**config.mk**
```make
export PLATFORM = sky130hd
export DESIGN_NAME = pc_sequencer
export DESIGN_NICKNAME = d
export VERILOG_FILES = /design/src/rtl/pc_sequencer.sv
export SDC_FILE = /design/constraint.sdc
export NUM_CORES = 1
export LEC_CHECK = 0
export BUFFER_PORTS_ARGS = -buffer_cell sky130_fd_sc_hd__buf_2
export CORE_MARGIN = 5
export CORE_UTILIZATION = 52
export DETAILED_ROUTE_END_ITERATION = 16
export PLACE_DENSITY = 0.85
export SYNTH_ARGS = -nofsm -noshare
export SYNTH_HDL_FRONTEND = slang
export SYNTH_SLANG_ARGS = --single-unit
```
**constraint.sdc**
```tcl
create_clock -name i_clk -period 3.65 [get_ports i_clk]
set_clock_uncertainty 0.05 [all_clocks]
set_input_delay 0.365 -clock i_clk [delete_from_list [all_inputs] [get_ports i_clk]]
set_output_delay 0.365 -clock i_clk [all_outputs]
set_load 0.005 [all_outputs]
```
**src/rtl/pc_sequencer.sv**
```systemverilog
// ---------------------------------------------------------------------------
// pc_sequencer
//
// Multi-hart program counter sequencer. Holds one PC per hardware thread and
// issues one enabled hart per cycle in round-robin order. The issued hart's
// PC is presented to instruction fetch. On an issue cycle, that PC is updated
// from the trap vector, a redirect target, or the sequential next PC.
//
// Parameters
//   DATA_WIDTH    width of every PC and target
//   NUM_HARTS     number of hardware threads (>= 1, any value)
//   RESET_VECTOR  PC loaded into every hart on reset (truncated to DATA_WIDTH)
//
// Ports
//   i_clk          clock, all state updates on the rising edge
//   i_rst_n        synchronous active-low reset
//   i_stall        global stall: freezes all PCs and the hart pointer
//   i_hart_en      per-hart run enable (bit h = hart h eligible)
//   i_redirect     branch/jump taken for the issued hart
//   i_redirect_pc  branch/jump target
//   i_trap         trap raised by the issued instruction
//   i_trap_vector  trap handler address
//   o_pc           PC of the issued hart (registered)
//   o_hart_id      index of the issued hart (registered)
//   o_valid        issued slot is real (combinational)
//   o_misaligned   misaligned redirect on an issued slot (combinational)
// ---------------------------------------------------------------------------
module pc_sequencer #(
  parameter int          DATA_WIDTH   = 64,
  parameter int          NUM_HARTS    = 4,
  parameter logic [63:0] RESET_VECTOR = 64'h0,
  localparam int         HID_W        = (NUM_HARTS > 1) ? $clog2(NUM_HARTS) : 1
) (
  input  logic                  i_clk,
  input  logic                  i_rst_n,
  input  logic                  i_stall,
  input  logic [NUM_HARTS-1:0]  i_hart_en,
  input  logic                  i_redirect,
  input  logic [DATA_WIDTH-1:0] i_redirect_pc,
  input  logic                  i_trap,
  input  logic [DATA_WIDTH-1:0] i_trap_vector,
  output logic [DATA_WIDTH-1:0] o_pc,
  output logic [HID_W-1:0]      o_hart_id,
  output logic                  o_valid,
  output logic                  o_misaligned
);

  // One extra bit so that cur + k (k <= NUM_HARTS) never overflows before
  // the single conditional subtract that performs the modulo.
  localparam int               PTR_W     = HID_W + 1;
  localparam logic [PTR_W-1:0] HART_CNT  = PTR_W'(NUM_HARTS);
  localparam logic [DATA_WIDTH-1:0] RST_PC = RESET_VECTOR[DATA_WIDTH-1:0];

  logic [DATA_WIDTH-1:0] pc_q [NUM_HARTS];
  logic [DATA_WIDTH-1:0] pc_d [NUM_HARTS];
  logic [HID_W-1:0]      cur_q;
  logic [HID_W-1:0]      cur_d;
  logic [PTR_W-1:0]      cand;
  logic                  redirect_misaligned;

  // Outputs straight from registers: no combinational path from inputs.
  assign o_pc      = pc_q[cur_q];
  assign o_hart_id = cur_q;

  assign o_valid             = i_hart_en[cur_q] & ~i_stall;
  assign redirect_misaligned = i_redirect & ~i_trap & (i_redirect_pc[1:0] != 2'b00);
  assign o_misaligned        = o_valid & redirect_misaligned;

  // Round-robin pointer: search cur+1 .. cur+NUM_HARTS (cur itself last).
  // Walking k downward and overwriting leaves the nearest enabled hart, so
  // no early exit is needed. With NUM_HARTS = 1 every candidate is 0.
  always_comb begin
    // NOTE: every combinational output gets a default before any branch, so
    // no path leaves it unassigned and no latch is inferred.
    cur_d = cur_q;
    cand  = '0;
    if (!i_stall) begin
      for (int k = NUM_HARTS; k >= 1; k--) begin
        cand = {1'b0, cur_q} + PTR_W'(k);
        if (cand >= HART_CNT) cand = cand - HART_CNT;
        if (i_hart_en[cand[HID_W-1:0]]) cur_d = cand[HID_W-1:0];
      end
    end
  end

  // Only the issued hart's PC may change; targets are loaded verbatim.
  always_comb begin
    pc_d = pc_q;
    if (o_valid) begin
      if (i_trap || redirect_misaligned) begin
        pc_d[cur_q] = i_trap_vector;
      end else if (i_redirect) begin
        pc_d[cur_q] = i_redirect_pc;
      end else begin
        pc_d[cur_q] = pc_q[cur_q] + DATA_WIDTH'(4);
      end
    end
  end

  // NOTE: the PC file is small and every entry must start at the reset
  // vector, so unlike a RAM it is deliberately reset entry by entry.
  always_ff @(posedge i_clk) begin
    // NOTE: state is updated with non-blocking assignments so every flop
    // samples the pre-edge values regardless of statement order.
    if (!i_rst_n) begin
      for (int h = 0; h < NUM_HARTS; h++) pc_q[h] <= RST_PC;
      cur_q <= '0;
    end else begin
      pc_q  <= pc_d;
      cur_q <= cur_d;
    end
  end

endmodule

```
==> flow_summary.json <==
{
  "cp-end-kind": "register",
  "core_mm2": 0.0252,
  "path_buf_inv": 3,
  "core.rowCount": 58,
  "die_area_mm2": 0.0289,
  "setup_viol": 0,
  "syn_area_per_cell_um2": 8.78,
  "p_clk_frac": 0.327,
  "root_buffer": "clkbuf_16",
  "power.density_mw_per_mm2": 615,
  "use_met3": 0.0727,
  "mostFrequentLayoutCells": "256 x dfxtp_1, 219 x o21ai_0, 204 x a21oi_1",
  "worst_pin_slew_ps": 1160,
  "drive_above_1_share": 0.250,
  "clk_latency_ps": 540,
  "synth_edf_count": 0,
  "register_area_mm2": 0.00517,
  "grt_overflow": 0,
  "min_path_type": "input pin to register",
  "grt_pass1_wl_mm": 69.3,
  "crit_path_max_incr_delay_ps": 630,
  "ir_drop_mv": 0.316,
  "final_nets": 1815,
  "grtUsageMet2": 0.467,
  "seqPwrFrac": 0.355,
  "num_vias": 13593,
  "insertedDiodeCount": 0,
  "drtIter0Drc": 2030,
  "grt_pass1_vias": 12850,
  "place.gp.congestion": 0.935,
  "fmax_ghz": 0.282,
  "initial_core_util": 0.528,
  "swShare": 0.334,
  "cpLargestDelayFamily": "compound AO/OA/AOI/OAI gates",
  "synth-seq-area-share": 0.388,
  "syn_inst": 1515,
  "combPwrFrac": 0.317,
  "numCtsBuffers": 27,
  "routed_wl_mm": 45.1,
  "yosysUniqueCellTypes": 74,
  "clk_pin_slew_ps": 70,
  "critPathLaunchType": "register",
  "relSlewSlack": 0.225,
  "cts_sinks": 258,
  "fp.dieW_um": 170,
  "final_common_cell": "dfxtp_1",
  "drc": 0,
  "syn_nets": 1657,
  "avgRoutedWirePerCell_um": 22.3,
  "cts_hold_buf": 0,
  "nFillCells": 2014,
  "criticalPathCategory": "register to register",
  "internal_power_mw": 6.44,
  "finalCriticalPeriod_ps": 3540,
  "syn_area_mm2": 0.0133,
  "yosys_warnings": 0,
  "synth_top_area_cell": "dfxtp_1",
  "rsz0062_at_grt": "no",
  "cts.path.max_buffers": 3,
  "dieHeight_um": 170,
  "use_met1": 0.382,
  "area_growth_syn_to_layout_pct": 18.2,
  "ios": 205,
  "drv_slew": 0,
  "htreeDepth": 1,
  "path_common_cell": "buf_4",
  "grt_usage": 0.296,
  "synthTopCellsByArea": "dfxtp_1 39%, mux4_2 11%, o21ai_0 8.2%",
  "async_flop_share": 0,
  "status": "complete, no violations",
  "switching_power_mw": 3.23,
  "grt_max_degree": 95,
  "post-route-period-util": 0.971,
  "final_cell_area_mm2": 0.0157,
  "synth_top_area_share": 0.388,
  "worstPathRequired_ps": 3970,
  "via_per_inst": 6.72,
  "synth-main-ff-cell": "dfxtp_1",
  "placed_area_mm2": 0.0147,
  "cp_cell_sequence": "buf_12, mux4_2, nand3_2, buf_4, nor4_2, buf_4, nand4_1, o21a_1, o21ai_0, a31oi_1",
  "first_pass_iters": 8,
  "leakagePower_nw": 6.09,
  "ys_ff_latch": 258,
  "cp.arrival_ps": 3860,
  "crit_slowest_cell": "o21ai_0",
  "hpwlAfterDp_mm": 31.0,
  "postRouteAntennaNets": 0,
  "crit_fanout": 19,
  "fin_setup_tns_ps": 0,
  "multiInputGateArea_mm2": 0.00747,
  "drv_cap": 0,
  "cts_tree": "yes",
  "busiest_layer": "met2",
  "antenna_found_initial": 0,
  "portBuffers": 204,
  "hold_viol_final": 0
}
==> worst min-delay path: cells and delay by family <==
kind | cells | cell delay (ps)
AO/OA/AOI/OAI | 2 | 190
buffers and inverters | 1 | 90
==> kinds of logic after synthesis <==
group | after synthesis | share of synthesized area
compound gates | 597 | 0.261
mux | 77 | 0.121
xor+xnor | 29 | 0.0191
simple gates | 391 | 0.153
flops | 258 | 0.388
buf+inv | 158 | 0.0540
fa+ha+maj | 5 | 0.00470
==> synthesized netlist by cell type (5+ instances only) <==
cell      instances
a211oi_1         33
a21oi_1         204
a221oi_1          8
a22o_1            8
a31oi_1          39
and2_1            9
and3_1           38
and4_1            7
buf_1            15
buf_2            10
buf_6             5
clkbuf_1        102
dfxtp_1         258
ha_1              5
inv_1            16
mux2i_1          11
mux4_2           64
nand2_1          89
nand3_1          37
nand4_1          20
nor2_1          105
nor3_1           26
nor4_1           12
o211a_1           6
o211ai_1          5
o21ai_0         219
o21ai_1           5
o22ai_1          12
o31a_1            7
o31ai_1          10
or3_1             7
or4_1            11
xnor2_1          21
xor2_1            8
==> worst paths after layout <==
kind,startpoint,endpoint,slack [ps],cells past startpoint
hold reg to reg,pc_q[115],pc_q[115],420,2
hold / removal,i_trap_vector[49],pc_q[241],100,3
setup reg to reg,o_hart_id[0],pc_q[174],110,10
setup / recovery,o_hart_id[0],pc_q[174],110,10
==> flip-flops by register name, indices dropped and copies added, names as in the netlist <==
signal and count:
pc_q 256, o_hart_id 2
==> routing by layer <==
metal / routed length (um) / share of wire / vias up
li1: - / - / 6022
met1: 16700 / 0.37 / 6420
met2: 20400 / 0.45 / 964
met3: 5620 / 0.12 / 187
met4: 2370 / 0.052 / 0
met5: 0 / 0 / -
==> power groups by stage <==
stage | registers (mW) | logic, mW | clock network [mW]
3_3_place_gp | 3.47 | 2.91 | 0
3_5_place_dp | 3.48 | 2.99 | 0
6_report | 3.44 | 3.07 | 3.16
2_1_floorplan | 3.35 | 2.12 | 0
4_1_cts | 3.43 | 3.01 | 3.17
5_1_grt | 3.47 | 3.29 | 3.28
==> stage by stage <==
stage | hold WS, ps | total power, mW | std cells | worst slack (ps) | utilization
CTS | 110 | 9.61 | 2023 | 105 | 0.624
floorplan | 387 | 5.47 | 1515 | 364 | -
global placement | 398 | 6.38 | 1974 | 214 | 0.583
detailed placement | 405 | 6.47 | 1974 | 131 | 0.583
global route | 114 | 10.0 | 2023 | 4.69 | 0.624
finish | 102 | 9.67 | 2023 | 106 | 0.624
==> area by class of cell <==
type | count | area share
Multi-Input combinational cell | 1099 | 0.475
Sequential cell | 258 | 0.329
Timing Repair Buffer | 269 | 0.100
Clock buffer | 32 | 0.0461
Tap cell | 330 | 0.0263
Clock inverter | 17 | 0.0190
Inverter | 18 | 0.00430
==> repair_timing <==
action,in CTS,in global routing
endpoints found under the setup margin,0,17
gates resized for setup,0,5
setup buffers,0,0
Power figures use the tool's default switching activity.
